===== src/rtl/fft_frame_scheduler_if.sv =====
// Stream bundle between the pair source, the FFT scheduler and the butterfly pipeline.
// Signal names carry the scheduler's port direction prefix so both ends read the same way.
interface fft_frame_scheduler_if #(
  parameter int DATA_W = 32
);
  logic                     i_src_valid;
  logic                     o_src_ready;
  logic signed [DATA_W-1:0] i_a_real;
  logic signed [DATA_W-1:0] i_a_imag;
  logic signed [DATA_W-1:0] i_b_real;
  logic signed [DATA_W-1:0] i_b_imag;
  logic                     o_pipe_valid;
  logic signed [DATA_W-1:0] o_a_real;
  logic signed [DATA_W-1:0] o_a_imag;
  logic signed [DATA_W-1:0] o_b_real;
  logic signed [DATA_W-1:0] o_b_imag;
  logic                     i_pipe_valid;

  modport slave (
    input  i_src_valid, i_a_real, i_a_imag, i_b_real, i_b_imag, i_pipe_valid,
    output o_src_ready, o_pipe_valid, o_a_real, o_a_imag, o_b_real, o_b_imag
  );

  modport master (
    output i_src_valid, i_a_real, i_a_imag, i_b_real, i_b_imag, i_pipe_valid,
    input  o_src_ready, o_pipe_valid, o_a_real, o_a_imag, o_b_real, o_b_imag
  );
endinterface


===== src/rtl/fft_frame_scheduler.sv =====
// Admits whole FFT frames of butterfly pairs into the pipeline, limiting how many
// frames are in flight and counting pipeline outputs to retire completed frames.
module fft_frame_scheduler #(
  parameter int PAIRS_PER_FRAME = 512,
  parameter int MAX_INFLIGHT    = 2
) (
  input  logic                  i_clk,
  input  logic                  i_reset,
  input  logic                  i_enable,
  fft_frame_scheduler_if.slave  bus,
  output logic                  o_frame_in_done,
  output logic                  o_frame_out_done,
  output logic [1:0]            o_inflight,
  output logic                  o_busy,
  output logic                  o_err_unexpected
);
  localparam int              CNT_W = $clog2(PAIRS_PER_FRAME);
  localparam logic [CNT_W-1:0] LAST = CNT_W'(PAIRS_PER_FRAME - 1);
  localparam logic [1:0]      MAX_I = 2'(MAX_INFLIGHT);

  typedef enum logic [1:0] {S_IDLE, S_RUN, S_DRAIN} state_t;

  state_t            r_state, w_state_nxt;
  logic [CNT_W-1:0]  r_in_cnt, r_out_cnt;
  logic [1:0]        r_inflight;
  logic              r_in_done, r_out_done, r_err;
  logic              w_src_ready, w_accept, w_inc, w_dec, w_out_ev;
  logic              r_vld_p1;
  logic signed [31:0] r_a_real_p1, r_a_imag_p1, r_b_real_p1, r_b_imag_p1;

  // A new frame may only start while enabled; a frame already started always completes.
  always_comb begin
    w_state_nxt = r_state;
    w_src_ready = 1'b0;
    if (r_in_cnt != '0) begin
      w_src_ready = 1'b1;
    end else if (r_state == S_RUN && i_enable && r_inflight < MAX_I) begin
      w_src_ready = 1'b1;
    end
    case (r_state)
      S_IDLE:  if (i_enable) w_state_nxt = S_RUN;
      S_RUN:   if (!i_enable && r_in_cnt == '0) w_state_nxt = S_DRAIN;
      S_DRAIN: begin
        if (i_enable)              w_state_nxt = S_RUN;
        else if (r_inflight == '0) w_state_nxt = S_IDLE;
      end
      default: w_state_nxt = S_IDLE;
    endcase
  end

  assign w_accept = bus.i_src_valid & w_src_ready;
  assign w_inc    = w_accept && (r_in_cnt == '0);
  assign w_out_ev = bus.i_pipe_valid && (r_inflight != '0);
  assign w_dec    = w_out_ev && (r_out_cnt == LAST);

  always_ff @(posedge i_clk or negedge i_reset) begin
    if (!i_reset) begin
      r_state    <= S_IDLE;
      r_in_cnt   <= '0;
      r_out_cnt  <= '0;
      r_inflight <= '0;
      r_in_done  <= 1'b0;
      r_out_done <= 1'b0;
      r_err      <= 1'b0;
    end else begin
      r_state    <= w_state_nxt;
      r_in_done  <= w_accept && (r_in_cnt == LAST);
      r_out_done <= w_dec;
      if (w_accept)  r_in_cnt  <= (r_in_cnt == LAST) ? '0 : r_in_cnt + CNT_W'(1);
      if (w_out_ev)  r_out_cnt <= (r_out_cnt == LAST) ? '0 : r_out_cnt + CNT_W'(1);
      if (w_inc && !w_dec)      r_inflight <= r_inflight + 2'd1;
      else if (w_dec && !w_inc) r_inflight <= r_inflight - 2'd1;
      if (bus.i_pipe_valid && r_inflight == '0) r_err <= 1'b1;
    end
  end

  // Stage p0 -> p1: accepted pair registered toward the first butterfly stage.
  always_ff @(posedge i_clk or negedge i_reset) begin
    if (!i_reset) begin
      r_vld_p1    <= 1'b0;
      r_a_real_p1 <= '0;
      r_a_imag_p1 <= '0;
      r_b_real_p1 <= '0;
      r_b_imag_p1 <= '0;
    end else begin
      r_vld_p1 <= w_accept;
      if (w_accept) begin
        r_a_real_p1 <= bus.i_a_real;
        r_a_imag_p1 <= bus.i_a_imag;
        r_b_real_p1 <= bus.i_b_real;
        r_b_imag_p1 <= bus.i_b_imag;
      end
    end
  end

  assign bus.o_src_ready  = w_src_ready;
  assign bus.o_pipe_valid = r_vld_p1;
  assign bus.o_a_real     = r_a_real_p1;
  assign bus.o_a_imag     = r_a_imag_p1;
  assign bus.o_b_real     = r_b_real_p1;
  assign bus.o_b_imag     = r_b_imag_p1;
  assign o_frame_in_done  = r_in_done;
  assign o_frame_out_done = r_out_done;
  assign o_inflight       = r_inflight;
  assign o_busy           = (r_state != S_IDLE);
  assign o_err_unexpected = r_err;
endmodule

===== src/flat_wrapper.sv =====
// flat-port wrapper written by rule: the top's interface ports become plain ports
module fft_frame_scheduler_flat 
#(
  parameter int PAIRS_PER_FRAME = 512,
  parameter int MAX_INFLIGHT    = 2
)
  (i_clk, i_reset, i_enable, o_frame_in_done, o_frame_out_done, o_inflight, o_busy, o_err_unexpected, bus_i_src_valid, bus_i_a_real, bus_i_a_imag, bus_i_b_real, bus_i_b_imag, bus_i_pipe_valid, bus_o_src_ready, bus_o_pipe_valid, bus_o_a_real, bus_o_a_imag, bus_o_b_real, bus_o_b_imag);
  fft_frame_scheduler_if bus_i ();
  input  logic i_clk;
  input  logic i_reset;
  input  logic i_enable;
  output logic o_frame_in_done;
  output logic o_frame_out_done;
  output logic [1:0] o_inflight;
  output logic o_busy;
  output logic o_err_unexpected;
  input wire logic [$bits(bus_i.i_src_valid)-1:0] bus_i_src_valid;
  input wire logic [$bits(bus_i.i_a_real)-1:0] bus_i_a_real;
  input wire logic [$bits(bus_i.i_a_imag)-1:0] bus_i_a_imag;
  input wire logic [$bits(bus_i.i_b_real)-1:0] bus_i_b_real;
  input wire logic [$bits(bus_i.i_b_imag)-1:0] bus_i_b_imag;
  input wire logic [$bits(bus_i.i_pipe_valid)-1:0] bus_i_pipe_valid;
  output wire logic [$bits(bus_i.o_src_ready)-1:0] bus_o_src_ready;
  output wire logic [$bits(bus_i.o_pipe_valid)-1:0] bus_o_pipe_valid;
  output wire logic [$bits(bus_i.o_a_real)-1:0] bus_o_a_real;
  output wire logic [$bits(bus_i.o_a_imag)-1:0] bus_o_a_imag;
  output wire logic [$bits(bus_i.o_b_real)-1:0] bus_o_b_real;
  output wire logic [$bits(bus_i.o_b_imag)-1:0] bus_o_b_imag;
  assign bus_i.i_src_valid = bus_i_src_valid;
  assign bus_i.i_a_real = bus_i_a_real;
  assign bus_i.i_a_imag = bus_i_a_imag;
  assign bus_i.i_b_real = bus_i_b_real;
  assign bus_i.i_b_imag = bus_i_b_imag;
  assign bus_i.i_pipe_valid = bus_i_pipe_valid;
  assign bus_o_src_ready = bus_i.o_src_ready;
  assign bus_o_pipe_valid = bus_i.o_pipe_valid;
  assign bus_o_a_real = bus_i.o_a_real;
  assign bus_o_a_imag = bus_i.o_a_imag;
  assign bus_o_b_real = bus_i.o_b_real;
  assign bus_o_b_imag = bus_i.o_b_imag;
  fft_frame_scheduler #(.PAIRS_PER_FRAME(PAIRS_PER_FRAME), .MAX_INFLIGHT(MAX_INFLIGHT)) u_core (.i_clk(i_clk), .i_reset(i_reset), .i_enable(i_enable), .bus(bus_i), .o_frame_in_done(o_frame_in_done), .o_frame_out_done(o_frame_out_done), .o_inflight(o_inflight), .o_busy(o_busy), .o_err_unexpected(o_err_unexpected));
endmodule

===== config.mk =====
export PLATFORM = sky130hd
export DESIGN_NAME = fft_frame_scheduler_flat
export DESIGN_NICKNAME = d
export VERILOG_FILES = /design/src/rtl/fft_frame_scheduler_if.sv /design/src/rtl/fft_frame_scheduler.sv /design/src/flat_wrapper.sv
export SDC_FILE = /design/constraint.sdc
export NUM_CORES = 1
export LEC_CHECK = 0
export BUFFER_PORTS_ARGS = -buffer_cell sky130_fd_sc_hd__buf_2
export CORE_UTILIZATION = 35
export DETAILED_ROUTE_END_ITERATION = 8
export PLACE_DENSITY_LB_ADDON = 0.05
export SYNTH_ARGS = -nofsm -noshare
export SYNTH_HDL_FRONTEND = slang
export SYNTH_SLANG_ARGS = --single-unit

===== constraint.sdc =====
create_clock -name i_clk -period 4.24 [get_ports i_clk]
set_input_delay 0.848 -clock i_clk [delete_from_list [all_inputs] [get_ports i_clk]]
set_output_delay 0.848 -clock i_clk [all_outputs]
set_load 0.01 [all_outputs]

; ---- Word-level counts from Yosys, hierarchy flattened
; Cells that the tools add are included.
[totals]
reg_bits = 154
in_bits = 133
output_inout_bits = 136
word_cells = 57
[classes]
add_sub_neg = 4
n_lt_le_gt_ge = 1
eq_ne = 7
n_mux = 11
bitwise = 1
n_reduce_logical = 21
[ops]
columns = op, count
row1 = $add 9x1->9 const B, 2
row2 = $eq 9x9->1 const B, 2
row3 = $mux 9, 2
row4 = $mux 2, 6
row5 = $logic_and 1x1->1, 10
row6 = $logic_not 9->1, 1
row7 = $reduce_bool 9->1, 1
row8 = $pmux 2 s3, 1
row9 = $reduce_bool 2->1, 3
row10 = $logic_not 2->1, 2
row11 = $ne 2x2->1 const B, 2
row12 = $logic_not 1->1, 3
row13 = $ne 3x2->1 const B, 1
row14 = $reduce_and 3->1, 1
row15 = $add 2x1->2 const B, 1
row16 = $eq 2x1->1 const B, 1
row17 = $eq 2x2->1 const B, 1
row18 = $lt 2x2->1 const B, 1
row19 = $mux 1, 2
row20 = $sub 2x1->2 const B, 1
row21 = $and 1x1->1, 1

; ---- Depth between registers and ports, before layout
[depth]
ltp_word = 11
mapped_depth = 12
mapped_depth_nobuf = 12

; ---- Worst setup path before layout
; OpenSTA, ideal clock, no wires.
[synth_timing]
kind = input -> register
start = in i_enable
end = reg u_core.r_inflight[1] (netlist: u_core.o_inflight[1])
t_arrival_ps = 2069
required_time_ps = 4112
path_slack_ps = 2043
stages = 9
cell_sequence = nand4bb_1 a31o_2 buf_6 buf_2 nor2_1 ha_1 xor2_1 nor2_1 xor2_1
[synth_via]
elab_chain_len = 9
word_cells_on_any_way = 11
cone_classes = 3 x mux / 1 x bitwise / 7 x reduce/logical
[synth_lines]
columns = item, line_no
row1 = "start, declared", flat_wrapper.sv:11  ; input logic i_enable;
row2 = $logic_and 1x1->1 (*) (2 in a row), fft_frame_scheduler.sv:37  ; end else if (r_state == S_RUN && i_enable && r_inflight < MAX_I) begin
row3 = $mux 1 (*), fft_frame_scheduler.sv:37
row4 = $mux 1 (*), fft_frame_scheduler.sv:35  ; if (r_in_cnt != '0) begin
row5 = $and 1x1->1 (*), fft_frame_scheduler.sv:51  ; assign w_accept = bus.i_src_valid & w_src_ready;
row6 = $logic_and 1x1->1 (*), fft_frame_scheduler.sv:52  ; assign w_inc = w_accept && (r_in_cnt == '0);
row7 = $logic_not 1->1, fft_frame_scheduler.sv:72  ; else if (w_dec && !w_inc) r_inflight <= r_inflight - 2'd1;
row8 = $logic_and 1x1->1, fft_frame_scheduler.sv:72
row9 = $reduce_bool 2->1 (no source line), -
row10 = "end signal, assigned", fft_frame_scheduler.sv:71  ; if (w_inc && !w_dec) r_inflight <= r_inflight + 2'd1;
row11 = "end signal, assigned", fft_frame_scheduler.sv:72
row12 = "end, declared", fft_frame_scheduler.sv:25  ; logic [1:0] r_inflight;
; Mark *: on every way between the ends. The rest lies on a longest branch, timed or not.
; A chain may end at the register's enable or synchronous reset.

; ---- Worst setup path in the final report
[layout_timing]
start = reg u_core.r_in_cnt[0]
end = reg u_core.r_b_real_p1[1] (netlist: u_core.bus.o_b_real[1])
[layout_via]
elab_chain_len = 3
[layout_lines]
columns = item, line_no
row1 = "start, declared", fft_frame_scheduler.sv:24  ; logic [CNT_W-1:0] r_in_cnt, r_out_cnt;
row2 = "start signal, assigned", fft_frame_scheduler.sv:69  ; if (w_accept) r_in_cnt <= (r_in_cnt == LAST) ? '0 : r_in_cnt + CNT_W'(1);
row3 = $reduce_bool 9->1, fft_frame_scheduler.sv:35
row4 = $mux 1, fft_frame_scheduler.sv:35
row5 = $and 1x1->1, fft_frame_scheduler.sv:51
row6 = "end signal, assigned", fft_frame_scheduler.sv:90  ; r_b_real_p1 <= bus.i_b_real;
row7 = "end, declared", fft_frame_scheduler.sv:29  ; logic signed [31:0] r_a_real_p1, r_a_imag_p1, r_b_real_p1, r_b_imag_p1;
; No other way between the ends.

==> impl_metrics.env <==
export IMPL_vdd_drop_max_mv=0.2761
export IMPL_grt_overflow_total=0
export IMPL_worst_path_buf_inv=3
export IMPL_fin_cells=1170
export IMPL_antenna_left=0
export IMPL_yosysSeqAreaShare=0.6264
export IMPL_worstPathCellList="inv_1, ha_1, nor4b_2, a31o_4, inv_4, buf_4, nand2_1, nand2_1"
export IMPL_rows=48
export IMPL_power_density_mw_per_mm2=470.8
export IMPL_via_count=5253
export IMPL_core_region_area_mm2=0.01724
export IMPL_grt_pass1_wl_um=25290
export IMPL_fin_area_mm2=0.008257
export IMPL_timing_setup_tns_ns=0
export IMPL_critical_path_arrival_ns=2.91
export IMPL_r2r_setup_slack_ns=1.64
export IMPL_outcome="completed"
export IMPL_period_share=0.6143
export IMPL_setup_ws_ns=1.635
export IMPL_worstHoldPathCells=1
export IMPL_start_util=0.3569
export IMPL_wl_per_cell_um=13.48
export IMPL_syn_nets=812
export IMPL_crit_required_ns=4.54
export IMPL_yosysWarnings=0
export IMPL_clk_path_buf_depth=2
export IMPL_hold_path_class="flop to flop"
export IMPL_holdCritStartpoint="u_core.o_err_unexpected"
export IMPL_hold_buffers=0
export IMPL_io_buffers=268
export IMPL_clkSinkCount=154
export IMPL_cts_root_buf="clkbuf_16"
export IMPL_ys_types=38
export IMPL_wl_um=15780
export IMPL_setup_viol=0
export IMPL_cts_tree="yes"
export IMPL_pin_count=269
export IMPL_cts_setup_buffers=0
export IMPL_end_kind="flop"
export IMPL_clock_skew_ns=0.008987
export IMPL_grt_max_degree=96
export IMPL_netlist_instances=673
export IMPL_rr_endpoint="u_core.bus.o_b_real[1]"
export IMPL_clk_latency_ns=0.42
export IMPL_synth_top_cell_by_area="dfrtp_1"
export IMPL_crit_family="buffers and inverters"
export IMPL_cp_start_kind="flop"
export IMPL_syn_cell_area_mm2=0.006152
export IMPL_place_inst=1140
export IMPL_finalWeightedCongestion=0.7995
export IMPL_viasPerCell=4.490
export IMPL_hold_viol=0
export IMPL_r2r_start="u_core.r_in_cnt[0]"
export IMPL_drv_slew=0
export IMPL_grt_pass1_vias=5097
export IMPL_die_area_mm2=0.01811
export IMPL_period_minus_slack_ns=2.605
export IMPL_synth_top_area_frac=0.6264
export IMPL_maxCapViolCount=0
export IMPL_crit_fanout=59
export IMPL_power_mw=3.888
export IMPL_fin_util=0.4790
export IMPL_holdWs_ns=0.4591
export IMPL_grt_total_usage=0.1796
export IMPL_rsz0062_at_grt="false"
export IMPL_p_leak_nw=4.660
export IMPL_post_dp_hpwl_um=10980
export IMPL_area_growth_pct=34.21
export IMPL_cp_num_cells=8
export IMPL_critPathKind="flop to flop"
export IMPL_post_dp_cell_area_mm2=0.007649
export IMPL_drcViolationCount=0
export IMPL_synth_area_leaders="dfrtp_1 63%, nand2_1 24%, buf_6 1.3%, buf_2 1.2%, ha_1 1.2%"
export IMPL_final_nets=1073
export IMPL_min_to="u_core.o_err_unexpected"
export IMPL_fillers=1662
export IMPL_path_clk_slew_ns=0.06
export IMPL_cts_made_buffers=17
export IMPL_synth_avg_cell_area_um2=9.141
export IMPL_worst_pin_slew_ns=1.113
export IMPL_drt_iter0_drc=233
export IMPL_r2r_cells=8
export IMPL_fp_dieH_um=134.6
export IMPL_antenna_found_initial=0
export IMPL_cts_resized=0
export IMPL_critPathSlowestCell="a31o_4"
export IMPL_crit_top_cell="nand2_1"
export IMPL_fmax_mhz=383.9
export IMPL_drive_gt1_frac=0.3312
export IMPL_dp_slack_ns=1.373
export IMPL_ys_ff_latch=154
export IMPL_htreeDepth=4
export IMPL_max_slew_margin=0.2499
export IMPL_detail_route_first_pass_iterations=4
export IMPL_critPathMaxStageDelay_ns=0.53
export IMPL_diodes=0
export IMPL_die_w_um=134.6
## cell usage after synthesis (all sizes together)
master	count
and3	3
nand3b	1
o41ai	3
inv	8
nand4b	1
a32o	1
a31o	2
xnor2	3
nand2b	2
o311ai	1
nor3	1
nor2	14
xor2	2
buf	27
clkbuf	6
o21ai	15
a21o	1
and4	2
nor4b	1
nand2	394
nand4bb	1
or2	1
dfrtp	154
a21oi	4
nor4	2
o31ai	3
mux2	2
ha	6
a31oi	4
nand4	1
nand3	7
## worst register-to-register path, stage by stage, from the launching register on
cell and delay (ns):
dfrtp_1 0.39, inv_1 0.10, ha_1 0.16, nor4b_2 0.37, a31o_4 0.53, inv_4 0.36, buf_4 0.38, nand2_1 0.15
nand2_1 0.06
## metal layers
metal,vias to the layer above,part of all wire,global-route usage
met4,0,0.020,0.07678
met1,2396,0.42,0.2186
met3,21,0.082,0.05893
li1,2624,-,-
met5,-,0,0
met2,212,0.48,0.2922
## cells in the final DEF, fill, tap and decap left out, types with 2 or more instances in the layout
cell type / synthesis / routed
clkbuf_16: 0 / 17
bufinv_16: 0 / 2
o31ai_1: 3 / 3
a21oi_1: 4 / 4
buf_4: 0 / 7
nand2_1: 394 / 394
nor2_1: 14 / 14
dfrtp_1: 154 / 154
and4_1: 2 / 2
nand2b_1: 2 / 2
o21ai_0: 15 / 15
inv_1: 7 / 7
and3_1: 3 / 3
mux2_2: 2 / 2
nand3_1: 7 / 7
o41ai_2: 2 / 2
clkinvlp_4: 0 / 3
clkbuf_8: 0 / 7
buf_2: 15 / 267
a31oi_1: 4 / 4
xnor2_1: 3 / 3
ha_1: 6 / 6
xor2_1: 2 / 2
## registers in the layout (all words and copies together), names as in the netlist, 2 cells and up
name,count
u_core.bus.o_a_imag,32
u_core.bus.o_a_real,32
u_core.bus.o_b_imag,32
u_core.bus.o_b_real,32
u_core.r_in_cnt,9
u_core.r_out_cnt,9
u_core.o_inflight,2
u_core.r_state,2
## kinds of logic (layout without fill, tap and decap cells)
group	after synthesis	in the layout	share of synthesized area
AND/OR/NAND/NOR	431	431	0.2768
flip-flops	154	154	0.6264
buffers and inverters	41	313	0.03681
AO/OA/AOI/OAI	34	34	0.03701
adder cells (fa/ha/maj)	6	6	0.01220
XOR/XNOR	5	5	0.007119
multiplexers	2	2	0.003661
## worst max path at each step
stage | slack [ns] | end | from
3_5_place_dp | 1.37 | u_core.bus.o_a_imag[28] | i_enable
3_3_place_gp | 1.44 | u_core.bus.o_a_imag[12] | i_enable
2_1_floorplan | 2.04 | u_core.o_inflight[1] | i_enable
4_1_cts | 1.59 | u_core.bus.o_b_real[1] | u_core.r_in_cnt[0]
6_report | 1.64 | u_core.bus.o_b_real[1] | u_core.r_in_cnt[0]
5_1_grt | 1.39 | u_core.o_inflight[1] | u_core.r_out_cnt[0]
## cell type report
class | instances | area (µm²) | area share
Multi-Input combinational cell | 478 | 2081 | 0.2520
Inverter | 8 | 32.53 | 0.003940
Timing Repair Buffer | 275 | 1400 | 0.1696
Clock buffer | 25 | 525.5 | 0.06365
Clock inverter | 5 | 82.58 | 0.01000
Tap cell | 225 | 281.5 | 0.03410
Sequential cell | 154 | 3854 | 0.4667
## where the power goes
| group | internal, mW | switching, mW | total [mW] | leakage, nW |
|---|---|---|---|---|
| registers | 1.64 | 0.142 | 1.78 | 1.88 |
| clock network | 0.971 | 0.571 | 1.54 | 0.290 |
| logic | 0.242 | 0.324 | 0.566 | 2.49 |
Power figures use the tool's default switching activity.
